<file path="src/rtl/search_controller_pkg.sv">
// search_controller_pkg: shared widths, state encoding and lane priority helper for the MD5 search controller.
package search_controller_pkg;
  localparam int LANES = 8;
  localparam int LANE_BITS = 3;
  localparam int COUNT_W = 29;
  localparam int PIPE_DEPTH_DEF = 65;
  typedef enum logic [2:0] {
    S_IDLE      = 3'd0,
    S_RUN       = 3'd1,
    S_PAUSE     = 3'd2,
    S_DRAIN     = 3'd3,
    S_FOUND     = 3'd4,
    S_EXHAUSTED = 3'd5
  } state_t;
  function automatic logic [LANE_BITS-1:0] lowest_lane(input logic [LANES-1:0] m);
    lowest_lane = '0;
    for (int i = LANES - 1; i >= 0; i--)
      if (m[i]) lowest_lane = LANE_BITS'(i);
  endfunction
endpackage

</file>
<file path="src/rtl/search_controller_count_history.sv">
// search_controller_count_history: fixed-latency delay line of issued counts; only the valid bits are cleared so the data can map to shift-register primitives.
module search_controller_count_history #(
  parameter int DEPTH = 65,
  parameter int WIDTH = 29
) (
  input  logic             clk,
  input  logic             rst,
  input  logic             in_valid,
  input  logic [WIDTH-1:0] in_data,
  output logic             tail_valid,
  output logic [WIDTH-1:0] tail_data
);
  logic [DEPTH-1:0] vld;
  logic [WIDTH-1:0] data [DEPTH];
  always_ff @(posedge clk or posedge rst)
    if (rst) vld <= '0;
    else vld <= {vld[DEPTH-2:0], in_valid};
  always_ff @(posedge clk) begin
    data[0] <= in_data;
    for (int i = 1; i < DEPTH; i++) data[i] <= data[i-1];
  end
  assign tail_valid = vld[DEPTH-1];
  assign tail_data = data[DEPTH-1];
endmodule

</file>
<file path="src/rtl/search_controller.sv">
// search_controller: gates the candidate counter, recovers the matching {count,lane} candidate and detects keyspace exhaustion.
module search_controller
  import search_controller_pkg::*;
#(
  parameter int PIPE_DEPTH = PIPE_DEPTH_DEF
) (
  input  logic               CLK,
  input  logic               reset,
  input  logic               start,
  input  logic               enable_switch,
  input  logic [COUNT_W-1:0] count_in,
  input  logic               counter_done,
  input  logic [LANES-1:0]   found_in,
  output logic               counter_en,
  output logic               running,
  output logic               found,
  output logic               exhausted,
  output logic [31:0]        result,
  output logic [LANES-1:0]   found_mask
);
  localparam int DW = $clog2(PIPE_DEPTH + 1);
  state_t state;
  logic [DW-1:0] drain_cnt;
  logic tail_valid, active, hit;
  logic [COUNT_W-1:0] tail_count;
  assign active = state inside {S_RUN, S_PAUSE, S_DRAIN};
  search_controller_count_history #(.DEPTH(PIPE_DEPTH), .WIDTH(COUNT_W)) u_history (
    .clk       (CLK),
    .rst       (reset),
    .in_valid  (active),
    .in_data   (count_in),
    .tail_valid(tail_valid),
    .tail_data (tail_count)
  );
  assign hit = active & tail_valid & |found_in;
  assign counter_en = (state == S_RUN) & enable_switch & ~counter_done & ~hit;
  assign running = state == S_RUN;
  assign found = state == S_FOUND;
  assign exhausted = state == S_EXHAUSTED;
  // The drain lasts PIPE_DEPTH cycles so the hit of the terminal count lands while still in DRAIN.
  always_ff @(posedge CLK or posedge reset)
    if (reset) begin
      state <= S_IDLE;
      drain_cnt <= '0;
      result <= '0;
      found_mask <= '0;
    end else if (hit) begin
      state <= S_FOUND;
      result <= {tail_count, lowest_lane(found_in)};
      found_mask <= found_in;
    end else
      case (state)
        S_IDLE, S_PAUSE: if (start && enable_switch) state <= S_RUN;
        S_RUN:
          if (!enable_switch) state <= S_PAUSE;
          else if (counter_done) begin
            state <= S_DRAIN;
            drain_cnt <= DW'(PIPE_DEPTH);
          end
        S_DRAIN: begin
          if (drain_cnt <= DW'(1)) state <= S_EXHAUSTED;
          drain_cnt <= (drain_cnt == '0) ? '0 : drain_cnt - 1'b1;
        end
        default: ;
      endcase
endmodule

</file>
<file path="config.mk">
export PLATFORM = sky130hd
export DESIGN_NAME = search_controller
export DESIGN_NICKNAME = d
export VERILOG_FILES = /design/src/rtl/search_controller_pkg.sv /design/src/rtl/search_controller_count_history.sv /design/src/rtl/search_controller.sv
export SDC_FILE = /design/constraint.sdc
export NUM_CORES = 1
export LEC_CHECK = 0
export ABC_AREA = 1
export CORE_ASPECT_RATIO = 1.2
export CORE_MARGIN = 2
export CORE_UTILIZATION = 55
export DETAILED_ROUTE_END_ITERATION = 8
export PLACE_DENSITY_LB_ADDON = 0.12
export SLEW_MARGIN = 5
export SYNTH_ARGS = -nofsm -noshare
export SYNTH_HDL_FRONTEND = slang
export SYNTH_SLANG_ARGS = --single-unit
</file>
<file path="constraint.sdc">
create_clock -name CLK -period 5.07 [get_ports CLK]
set_input_delay 0.7605 -clock CLK [delete_from_list [all_inputs] [get_ports CLK]]
set_output_delay 0.7605 -clock CLK [all_outputs]
set_load 0.1 [all_outputs]
</file>
### Word-level counts from Yosys, hierarchy flattened

Memory sizes are Yosys's and may differ from the RTL's. A register that Yosys moved wholly into a read port is not among the register bits.
Cells that the tools add are included.

| cells by class | value |
|---|---|
| add/sub/neg operators | 1 |
| order comparisons | 1 |
| equality and inequality tests | 10 |
| mux-type cells | 18 |
| bitwise operators | 7 |
| reductions and logical operators | 10 |

Operator list:

| cell | number |
|---|---|
| 3-bit two-way mux | 13 |
| 7-bit two-way mux | 3 |
| 7-bit case mux with 2 select lines | 1 |
| 3-bit case mux with 3 select lines | 1 |
| 4-bit AND reduction | 2 |
| 8-bit OR reduction | 1 |
| 7-bit by 1-bit <= comparator with 1-bit output (second input constant) | 1 |
| 7-bit logical NOT | 1 |
| 7-bit by 1-bit subtractor with 7-bit output (second input constant) | 1 |
| 3-bit by 2-bit equality test with 1-bit output (second input constant) | 2 |
| 3-bit equality test (second input constant) | 2 |
| 1-bit bitwise AND | 5 |
| 2-bit inequality test (second input constant) | 2 |
| 4-bit by 3-bit inequality test with 1-bit output (second input constant) | 1 |
| 4-bit nonzero test | 1 |
| 3-bit by 1-bit equality test with 1-bit output (second input constant) | 1 |
| 3-bit logical NOT | 1 |
| 3-bit by 2-bit inequality test with 1-bit output (second input constant) | 1 |
| 3-bit inequality test (second input constant) | 1 |
| 3-bit nonzero test | 1 |
| 1-bit inverter | 2 |
| 2-bit nonzero test | 1 |
| 2-bit OR reduction | 1 |
| 1-bit logical AND | 1 |

| word-level totals | value |
|---|---|
| register bits after elaboration | 115 |
| bits in writable memories | 1885 |
| bits of input ports | 42 |
| output and inout bits | 44 |
| logic and storage cells | 53 |
| memories | 1 |

Memory list:

| name | words | bits a word | read ports | clocked after Yosys merged registers in | write ports | line | source |
|---|---|---|---|---|---|---|---|
| u_history.data | 65 | 29 | 65 | 1 | 65 | search_controller_count_history.sv:14 | `logic [WIDTH-1:0] data [DEPTH];` |

### Depth between registers and ports, before layout

| depth | value |
|---|---|
| word-level depth | 8 |
| depth in mapped cells | 10 |
| depth with buffers taken out | 10 |

### Cells and area by module

From an unflattened synthesis, not the netlist that was laid out.

| unflattened totals | value |
|---|---|
| cell total of the unflattened synthesis | 2278 |
| area total of the unflattened synthesis | 41981.5 µm² |

Modules (own cells, without submodules):

| module | times used | cells an instance | area an instance (µm²) | sequential area each (µm²) |
|---|---|---|---|---|
| search_controller_count_history | 1 | 1980 | 39584.2 | 39362.8 |
| search_controller | 1 | 298 | 2397.3 | 1251.2 |

### Worst setup path before layout

Ideal clock, no wire load.

| path | value |
|---|---|
| path kind | input-to-output |
| from | input found_in[0] |
| to | output counter_en |
| data arrival time | 3.447 ns |
| data required time | 4.310 ns |
| slack | 0.863 ns |
| stages on the path | 8 |
| buffers on the path | 1 |
| cell sequence | inv_1 -> nand2_1 -> nor2_1 -> nand2_1 -> nand2_2 -> inv_2 -> buf_6 -> nor3_1 |

| on the way | value |
|---|---|
| word-level cells in the longest chain between the ends | 4 |

RTL lines:

| item | line | source |
|---|---|---|
| from (decl) | search_controller.sv:13 | `input logic [LANES-1:0] found_in,` |
| 8-bit OR reduction | search_controller.sv:35 | `assign hit = active & tail_valid & \|found_in;` |
| 1-bit bitwise AND | search_controller.sv:35 |  |
| 1-bit inverter (no line) | n/a |  |
| 1-bit bitwise AND | search_controller.sv:36 | `assign counter_en = (state == S_RUN) & enable_switch & ~counter_done & ~hit;` |
| to (decl) | search_controller.sv:14 | `output logic counter_en,` |

Every way passes these cells.

### Worst setup path in the final report

| path | value |
|---|---|
| from | register state[2] |
| to | output exhausted |

| on the way | value |
|---|---|
| word-level cells in the longest chain between the ends | 1 |

RTL lines:

| item | line | source |
|---|---|---|
| from (decl) | search_controller.sv:22 | `state_t state;` |
| from (signal assigned) | search_controller.sv:43 | `state <= S_IDLE;` |
| from (signal assigned) | search_controller.sv:48 | `state <= S_FOUND;` |
| from (signal assigned) | search_controller.sv:53 | `S_IDLE, S_PAUSE: if (start && enable_switch) state <= S_RUN;` |
| 3-bit equality test | search_controller.sv:39 | `assign exhausted = state == S_EXHAUSTED;` |
| to (decl) | search_controller.sv:17 | `output logic exhausted,` |

Every way passes these cells.

==> impl_metrics.toml <==
[clock_network]
cts.sinks = 2000
clockBufferDepth = 3
clk_pin_slew_ns = 0.06
post_cts_resized = 0
clock_latency_ns = 0.73
htree_num_levels = 4
cts_made_buffers = 165
cts_tree = "built"
hold_buffers = 0
cts-root-buf = "clkbuf_16"
postCtsSetupBuffers = 0

[global_route]
grt_max_degree = 51
grt_pass1_vias = 14700
antenna_found_initial = 0
grt_pass1_wl_um = 67100
grt_use_total = 0.104
grt-ovfl-total = 0

[sta]
hold_viol_final = 0
tightest_slew_ns = 1.03
max_freq_ghz = 0.293
layout_setup_ws_ns = 1.65
slew_headroom = 0.314
fin_tns_setup_ns = 0
period_needed_ns = 3.42
rsz0062_at_grt = "false"
clock_skew_ns = 0.0150
finalSetupViolations = 0
holdWs_ns = 0.312
slew_violations = 0
fin_crit_sh = 0.674

[yosys]
yosysTopAreaCellShare = 0.905
synth_top_cell_by_area = "dfxtp_1"
yosysUniqueCellTypes = 28
syn_avg_cell_area_um2 = 18.7
syn_nets = 2275
syn_area_um2 = 41700
ys_seq_area_frac = 0.974
syn_inst = 2230
yosys_register_bits = 2000
yosys-top-cells-area = "dfxtp_1, dfrtp_1, nand2_1, buf_6, inv_1"
ys_warn_count = 0

[setup_path]
end_kind = "output port"
start_kind = "register"
crit_required_ns = 4.31
reg2reg_slack_ns = 2.99
critPathMaxFanout = 5
arrival_ns = 2.66
ff2ff_path_depth = 8
worstSetupPathType = "register to output port"
timing.rr.start = "state[0]"
rr_endpoint = "drain_cnt[6]"

[finish]
fin_cells = 3624
synthToLayoutAreaGrowth_pct = 18.3
num-nets-final = 2521
diodes = 0
n_fill_cell = 5092
drive_above_1_share = 0.111

[detailed_routing]
drt_pass1_iterations = 4
wirelength_um = 38200
vias = 14800
wire_per_inst_um = 10.6
vias_per_cell = 4.07
drc = 0
drtAntennaViolNets = 0
drtIter0Drc = 525

[pwr]
vdd_drop_max_mv = 0.384
power.density_nw_per_um2 = 586
p_leak_nw = 21.0

[floorplanning]
io_pins = 86
coreArea_um2 = 75000
die_w_um = 255
die_area_um2 = 78000
die_h_um = 306
num_rows = 110
start_util = 0.556

[placed_design]
dpl_worst_slack_ns = 1.88
dp_cells = 3317
routabilityCongestion = 0.755
io_buffer_count = 85
dp_hpwl_um = 18400

[worst_hold_path]
hold_path_class = "register to register"
min-delay-start = "u_history.data[39][26]"
min_path_cells = 0
hold_end = "u_history.data[40][26]"

[run]
max_cap_viol_count = 0

[status]
status = "finished, final reports clean"
==> cell usage in the layout (no fill, tap or decap), types with 4 or more instances in the layout <==
cell type / instances
inv_1: 18
clkdlybuf4s50_1: 84
clkinv_2: 30
nand2_2: 4
dfrtp_1: 115
clkbuf_16: 172
o21ai_0: 11
o21ai_2: 4
nand3_1: 8
buf_4: 4
dfxtp_1: 1885
clkbuf_8: 47
inv_6: 6
nor2_1: 14
clkbuf_1: 38
clkinv_8: 4
nand2_1: 129
a21oi_1: 5
==> metal layers <==
| metal | track usage | up-vias | routed length (um) | part of all wire |
|---|---|---|---|---|
| met1 | 0.123 | 6970 | 17300 | 0.45 |
| met5 | 0 | - | 0 | 0 |
| li1 | - | 7403 | - | - |
| met3 | 0.0413 | 125 | 2210 | 0.058 |
| met2 | 0.162 | 264 | 17300 | 0.45 |
| met4 | 0.0613 | 0 | 1380 | 0.036 |
==> critical path, stage by stage, from the launching register on <==
cell and delay, ns:
dfrtp_1 0.47, inv_2 0.09, nor3_1 0.19, clkdlybuf4s50_1 1.18
==> state kept, by name, indices dropped and copies added, names as in the netlist <==
register / count
u_history.data: 1885
state: 3
result: 32
u_history.vld: 65
drain_cnt: 7
found_mask: 8
==> worst max-delay path by stage <==
stage	start	end	slack, ns
final	state[2]	exhausted	1.65
after global routing	state[0]	running	1.44
after CTS	state[2]	exhausted	1.56
after detailed placement	found_in[1]	counter_en	1.88
after global placement	found_in[1]	counter_en	1.92
after floorplan	found_in[0]	counter_en	0.86
==> cell usage after synthesis, drive strengths merged <==
cell type / instances
o21ai: 17
o21bai: 1
o31ai: 2
inv: 22
buf: 8
nand4: 3
xor2: 1
o21a: 1
nand3b: 1
nand3: 8
a21oi: 6
nor3: 4
dfrtp: 115
nor2: 16
clkbuf: 1
ha: 3
a31oi: 2
dfxtp: 1885
nor4: 1
nand2: 133
==> power by group <==
| group | switching (mW) | internal, mW |
|---|---|---|
| clock | 5.24 | 7.14 |
| combinational | 0.0342 | 0.0341 |
| sequential | 0.128 | 16.3 |
==> kinds of logic after synthesis <==
group,Yosys count,synth area share
adders and majority gates,3,0.000900
AOI/OAI and AO/OA,29,0.00423
xor gates and xnor gates,1,0.000210
and+or+nand+nor,166,0.0163
buffers and inverters,31,0.00423
DFF,2000,0.974
==> stage by stage <==
step / cell area [um2] / util / total power, mW
detailed placement: 43700 / 0.583 / 16.9
global route: 49300 / 0.658 / 30.1
floorplan: 41700 / - / 16.8
CTS: 49300 / 0.658 / 29.4
global placement: 43700 / 0.583 / 16.9
finish: 49300 / 0.658 / 28.9
==> final cells by class <==
cell class | count | area [um2] | area share
Multi-Input combinational cell | 199 | 903 | 0.0183
Inverter | 22 | 85.1 | 0.00173
Sequential cell | 2000 | 40600 | 0.823
Clock inverter | 50 | 493 | 0.0100
Timing Repair Buffer | 88 | 871 | 0.0177
Clock buffer | 257 | 5090 | 0.103
Tap cell | 1008 | 1260 | 0.0256
Note: power is estimated with default switching activity, not from simulation.
==> RTL edit 1, RTL diff (same flow settings) <==
Register the outputs `counter_en`, `running`, `found` and `exhausted`; this adds one clock of latency there. The other outputs are not delayed to match.
--- a/src/rtl/search_controller.sv
+++ b/src/rtl/search_controller.sv
@@ -34,8 +34,10 @@
   );
   assign hit = active & tail_valid & |found_in;
-  assign counter_en = (state == S_RUN) & enable_switch & ~counter_done & ~hit;
-  assign running = state == S_RUN;
-  assign found = state == S_FOUND;
-  assign exhausted = state == S_EXHAUSTED;
+  always_ff @(posedge CLK) begin
+      counter_en <= (state == S_RUN) & enable_switch & ~counter_done & ~hit;
+      running    <= state == S_RUN;
+      found      <= state == S_FOUND;
+      exhausted  <= state == S_EXHAUSTED;
+  end
   // The drain lasts PIPE_DEPTH cycles so the hit of the terminal count lands while still in DRAIN.
   always_ff @(posedge CLK or posedge reset)
Function: not settled (the Yosys comparison gave no result); the edit may change what the design does.
==> RTL edit 1 against the unedited design <==
Final area is essentially flat; sequential power is essentially flat; core utilization shrank 0.075 points; final cell count shrank 0.19%; wire length shrank 1.8%; total power grew 0.29%; worst setup slack gained 430 ps; sequential cell count grew 4; global-route usage shrank 0.29 points; area after synthesis grew 0.19%; critical endpoint is now result[26]; largest cell class unchanged.
==> RTL edit 1: results (changes against the unedited design) <==
* Status: completed
* Initial DRT Pass Iterations at 4 (unchanged)
* Type of the most critical hold path: reg -> reg
* GRT Total Usage at 10.1% (-0.29 points)
* Final WL at 37.5 mm (-1.8%)
* Filler cells at 5211 (+2.3%)
* Initial antenna violation count at 0 (unchanged)
* Routed length per instance at 10.4 um (-1.6%)
* Worst-margin pin slew at 1010 ps (-18.8 ps)
* H-tree depth at 4 (unchanged)
* Post-CTS Setup Bufs at 0 (unchanged)
* Critical Path Fanout Max at 2 (-3)
* Pwr/cell area at 588 nW/um2 (+0.22%)
* Port buffer count at 85 (unchanged)
* Clock Skews at 13.7 ps (-1.24 ps)
* CTS Buf Count at 167 (+1.2%)
* Largest regs: u_history.data: 1885 flops, u_history.vld: 65 flops, result: 32 flops
* Max Root-Sink Buffers at 3 (unchanged)
* Mux cell area share after synthesis at 0% (unchanged)
* Post-Syn Instances at 2234 (+0.18%)
* Share of cells above drive strength 1 at 10.6% (-0.51 points)
* Synth warn at 0 (unchanged)
* Synth top area cells: dfxtp_1 91%, dfrtp_1 6.9%, nand2_1 1.2%
* Initial drt markers at 785 (+50%)
* Worst vdd ir at 343 uV (-11%)
* Worst Path Arrival at 2230 ps (-430 ps)
* Top delay family on crit path: buffers and inverters
* Vias per cell at 4.10 (+0.66%)
* Number of global-route vias before repair at 14800 (+0.54%)
* Placed cell areas at 43800 um2 (+0.15%)
* N_diodes at 0 (unchanged)
* XOR/XNOR Fraction of Synth Area at 0.0210% (-0.000040 points)
* Synth Area in Compound Gates at 0.422% (-0.00081 points)
* Post-cts resize count at 0 (unchanged)
* Post-synth ARST share at 5.74% (-0.011 points)
* Post-layout net count at 2525 (+0.16%)
* Post-DP HPWL at 18.4 mm (+0.23%)
* Clk slew on worst S/H paths at 60 ps (about the same)
* Leak Pwr at 21.0 nW (about the same)
* Clock Root Buffer: clkbuf_16
* Worst path max stage delay at 1160 ps (-20 ps)
* Largest net degree at the start of global routing at 75 (+47%)
* RD Place Congestion at 0.770 (+2.1%)
* CP max-delay cell: clkdlybuf4s50_1
* Clock latency on the worst-skew pair at 700 ps (-30 ps)
* Net switching power at 5.23 mW (-3.3%)
* Part of the Yosys area used for sequential elements at 97.4% (about the same)
* Most instantiated cells after synthesis: 1889 x dfxtp_1, 129 x nand2_1, 115 x dfrtp_1
* Synth Net Count at 2279 (+0.18%)
* Count of cell types in the netlist at 28 (unchanged)
* Dpl cells at 3319 (+0.060%)
* First-pass GRT wire length at 65.8 mm (-1.9%)
* Post-synthesis adder-cell area fraction at 0.0899% (-0.00017 points)
## RTL edit 1: cell count changes after synthesis, sizes merged
| cell | change |
|---|---|
| dfxtp | +4 |
## RTL edit 1: cell families (layout without fill, tap and decap cells)
kind of cell / after synthesis / count (layout)
buffers and inverters: 31 / 406
XOR/XNOR: 1 / 1
flip-flops: 2004 / 2004
adder cells (fa/ha/maj): 3 / 3
AND/OR/NAND/NOR: 166 / 166
AO/OA/AOI/OAI: 29 / 29
## RTL edit 1: layer usage
layer	GRT usage, %	share of wire (%)	up-vias
met4	6.76	4.2	0
met1	11.9	44	7010
met3	3.58	5.8	118
li1	-	-	7392
met5	0	0	-
met2	15.7	46	311
## RTL edit 1: per-stage QoR
step	setup WS [ps]	total power [mW]
finish	2080	29.0
floorplan	1270	16.8
global placement	1990	16.9
global route	2000	30.2
CTS	1990	29.5
detailed placement	1810	16.9
## RTL edit 1: path summary, 6_finish.rpt
kind                       slack, ps                     to  depth (start not counted)                   from
max                             2080             result[26]                          1             result[26]
min                              310  u_history.data[34][2]                          0  u_history.data[33][2]
max reg2reg                     2570              result[0]                          5               state[2]
min reg2reg                      310  u_history.data[34][2]                          0  u_history.data[33][2]
max in group asynchronous       3410       u_history.vld[1]                          3                  reset
min in group asynchronous        590      u_history.vld[56]                          2                  reset
## RTL edit 1: cell type report
type / instances / area share, %
well taps: 1008 / 2.56
multi-input cells: 199 / 1.83
flip-flops and latches: 2004 / 82.5
inverters: 22 / 0.172
clock buffers: 250 / 10.2
clock inverters: 48 / 1.05
repair buffers: 86 / 1.74
## RTL edit 1: power by group through the flow
stage	Combinational [mW]	Clock, mW	Sequential [mW]
floorplan	0.0269	0	16.8
global placement	0.0638	0	16.8
detailed placement	0.0693	0	16.9
CTS	0.0695	12.9	16.5
global route	0.0772	13.5	16.6
finish	0.0683	12.4	16.5
==> RTL edit 2, RTL diff (same settings) <==
Made on the original files. Add an input register stage for `start`, `enable_switch`, `count_in`, `counter_done` and `found_in`; this delays them by one clock.
--- a/src/rtl/search_controller.sv
+++ b/src/rtl/search_controller.sv
@@ -20,4 +20,19 @@
 );
   localparam int DW = $clog2(PIPE_DEPTH + 1);
+
+  logic start_q;
+  logic enable_switch_q;
+  logic [COUNT_W-1:0] count_q;
+  logic counter_done_q;
+  logic [LANES-1:0] found_q;
+
+  always_ff @(posedge CLK) begin
+      start_q         <= start;
+      enable_switch_q <= enable_switch;
+      count_q         <= count_in;
+      counter_done_q  <= counter_done;
+      found_q         <= found_in;
+  end
+
   state_t state;
   logic [DW-1:0] drain_cnt;
@@ -29,10 +44,10 @@
     .rst       (reset),
     .in_valid  (active),
-    .in_data   (count_in),
+    .in_data   (count_q),
     .tail_valid(tail_valid),
     .tail_data (tail_count)
   );
-  assign hit = active & tail_valid & |found_in;
-  assign counter_en = (state == S_RUN) & enable_switch & ~counter_done & ~hit;
+  assign hit = active & tail_valid & |found_q;
+  assign counter_en = (state == S_RUN) & enable_switch_q & ~counter_done_q & ~hit;
   assign running = state == S_RUN;
   assign found = state == S_FOUND;
@@ -47,12 +62,12 @@
     end else if (hit) begin
       state <= S_FOUND;
-      result <= {tail_count, lowest_lane(found_in)};
-      found_mask <= found_in;
+      result <= {tail_count, lowest_lane(found_q)};
+      found_mask <= found_q;
     end else
       case (state)
-        S_IDLE, S_PAUSE: if (start && enable_switch) state <= S_RUN;
+        S_IDLE, S_PAUSE: if (start_q && enable_switch_q) state <= S_RUN;
         S_RUN:
-          if (!enable_switch) state <= S_PAUSE;
-          else if (counter_done) begin
+          if (!enable_switch_q) state <= S_PAUSE;
+          else if (counter_done_q) begin
             state <= S_DRAIN;
             drain_cnt <= DW'(PIPE_DEPTH);
Check against the original RTL: not settled (the Yosys comparison gave no result); the edit may change what the design does.
==> RTL edit 2 against the unedited design <==
Area after synthesis up 1.9%; wire length up 1.2%; synthesized cell count up 2.0%; global-route usage down 0.15 points; sequential share of layout area up 0.11 points; final area up 1.8%; sequential cell count up 40; worst setup slack worse by 880 ps; non-clock buffer count down 2.
Power is not compared: it rests on default switching activity, and its combinational part moved more than twofold at a synthesized area within 25%.
==> RTL edit 2: results (changes against the unedited design) <==
* Post-DP HPWL at 19.1 mm (+4.0%)
* Inverters at 28 (+27%)
* Signal buffers at 86 (-2.3%)
* Part of the Yosys area used for sequential elements at 97.5% (about the same)
* Clock network area share at 11.3% (-0.018 points)
* CTS Buf Count at 170 (+3.0%)
* Initial DRT Pass Iterations at 6 (+2)
* Largest net degree at the start of global routing at 87 (+71%)
* XOR/XNOR Fraction of Synth Area at 0.103% (+0.082 points)
* Initial antenna violation count at 0 (unchanged)
* Crit. Startpoint: found_q[2]
* Post-synthesis adder-cell area fraction at 0.0884% (-0.0017 points)
* Final WL at 38.7 mm (+1.2%)
* Clk slew on worst S/H paths at 60 ps (about the same)
* Fmax at 233 MHz (-20%)
* RD Place Congestion at 0.817 (+8.2%)
* Worst hold start: u_history.data[12][14]
* Most instantiated cells after synthesis: 1925 x dfxtp_1, 129 x nand2_1, 115 x dfrtp_1
* Sequential fraction of total cell area at 82.5% (+0.11 points)
* Critical Path Fanout Max at 50 (+45)
* Filler cells at 5175 (+1.6%)
* Count of cell types in the netlist at 29 (+3.6%)
* Initial drt markers at 848 (+62%)
* Clock buffer count at 250 (-2.7%)
* Routed length per instance at 10.6 um (about the same)
* Post-layout net count at 2569 (+1.9%)
* Relative slew slack at 31.4% (about the same)
* Status: completed
* Vias per cell at 4.15 (+1.8%)
* First-pass GRT wire length at 67.1 mm (about the same)
* GRT Total Usage at 10.3% (-0.15 points)
* Synth top area cells: dfxtp_1 91%, dfrtp_1 6.8%, nand2_1 1.1%
* Multi-input gate count at 198 (-0.50%)
* Share of cells above drive strength 1 at 10.5% (-0.56 points)
* Worst path max stage delay at 1160 ps (-20 ps)
* Area of the multi-input gates at 893 um2 (-1.1%)
* Top delay family on crit path: buffers and inverters
* Synth Area in Compound Gates at 0.309% (-0.11 points)
* Post-Syn Instances at 2275 (+2.0%)
* Signal buf overhead at 1.71% (-0.057 points)
* Clock Skews at 15.9 ps (+0.915 ps)
* Seq cells at 2040 (+2.0%)
* Dpl cells at 3369 (+1.6%)
* Post-synth ARST share at 5.64% (-0.11 points)
## RTL edit 2: logic make-up (layout without fill, tap and decap cells)
group / count (synthesis) / in the layout
DFF: 2040 / 2040
buffers and inverters: 37 / 413
AOI/OAI and AO/OA: 23 / 23
adders and majority gates: 3 / 3
and+or+nand+nor: 167 / 167
xor gates and xnor gates: 5 / 5
## RTL edit 2: path summary, 6_finish.rpt
path / end / slack [ps] / depth (start not counted)
max in group asynchronous: result[9] / 3420 / 3
min: u_history.data[13][14] / 310 / 0
max: counter_en / 780 / 8
min reg2reg: u_history.data[13][14] / 310 / 0
min in group asynchronous: result[25] / 640 / 2
max reg2reg: drain_cnt[3] / 2780 / 9
## RTL edit 2: through the flow
step,setup WS [ps],hold slack (ps),cell area [um2],util (%)
after floorplan,1270,310,42500,-
final,776,314,50200,65.8
after CTS,699,319,50200,65.8
after global placement,1610,310,44500,58.3
after global routing,518,317,50200,65.8
after detailed placement,1510,312,44500,58.3
## RTL edit 2: worst reg2reg max path, cell delays in order, from the launching register on
cell	delay, ps
dfxtp_1	300
inv_1	100
nand2_1	100
nor2_1	130
nand2_1	100
nand2_4	400
inv_4	290
nor2_2	450
nand3_1	140
o21ai_1	170
## RTL edit 2: per-layer routing
layer,vias to the layer above,GRT usage (%),wire (um)
met1,7161,11.9,17300
li1,7510,-,-
met2,386,16.1,17400
met4,0,7.10,1700
met3,156,3.46,2360
met5,-,0,0
## RTL edit 2: report_power, final
part | internal [mW] | total, mW | switching, mW
logic | 0.131 | 0.437 | 0.306
clock network | 7.52 | 12.7 | 5.21
registers | 16.8 | 17.1 | 0.222
total | 24.5 | 30.2 | 5.74
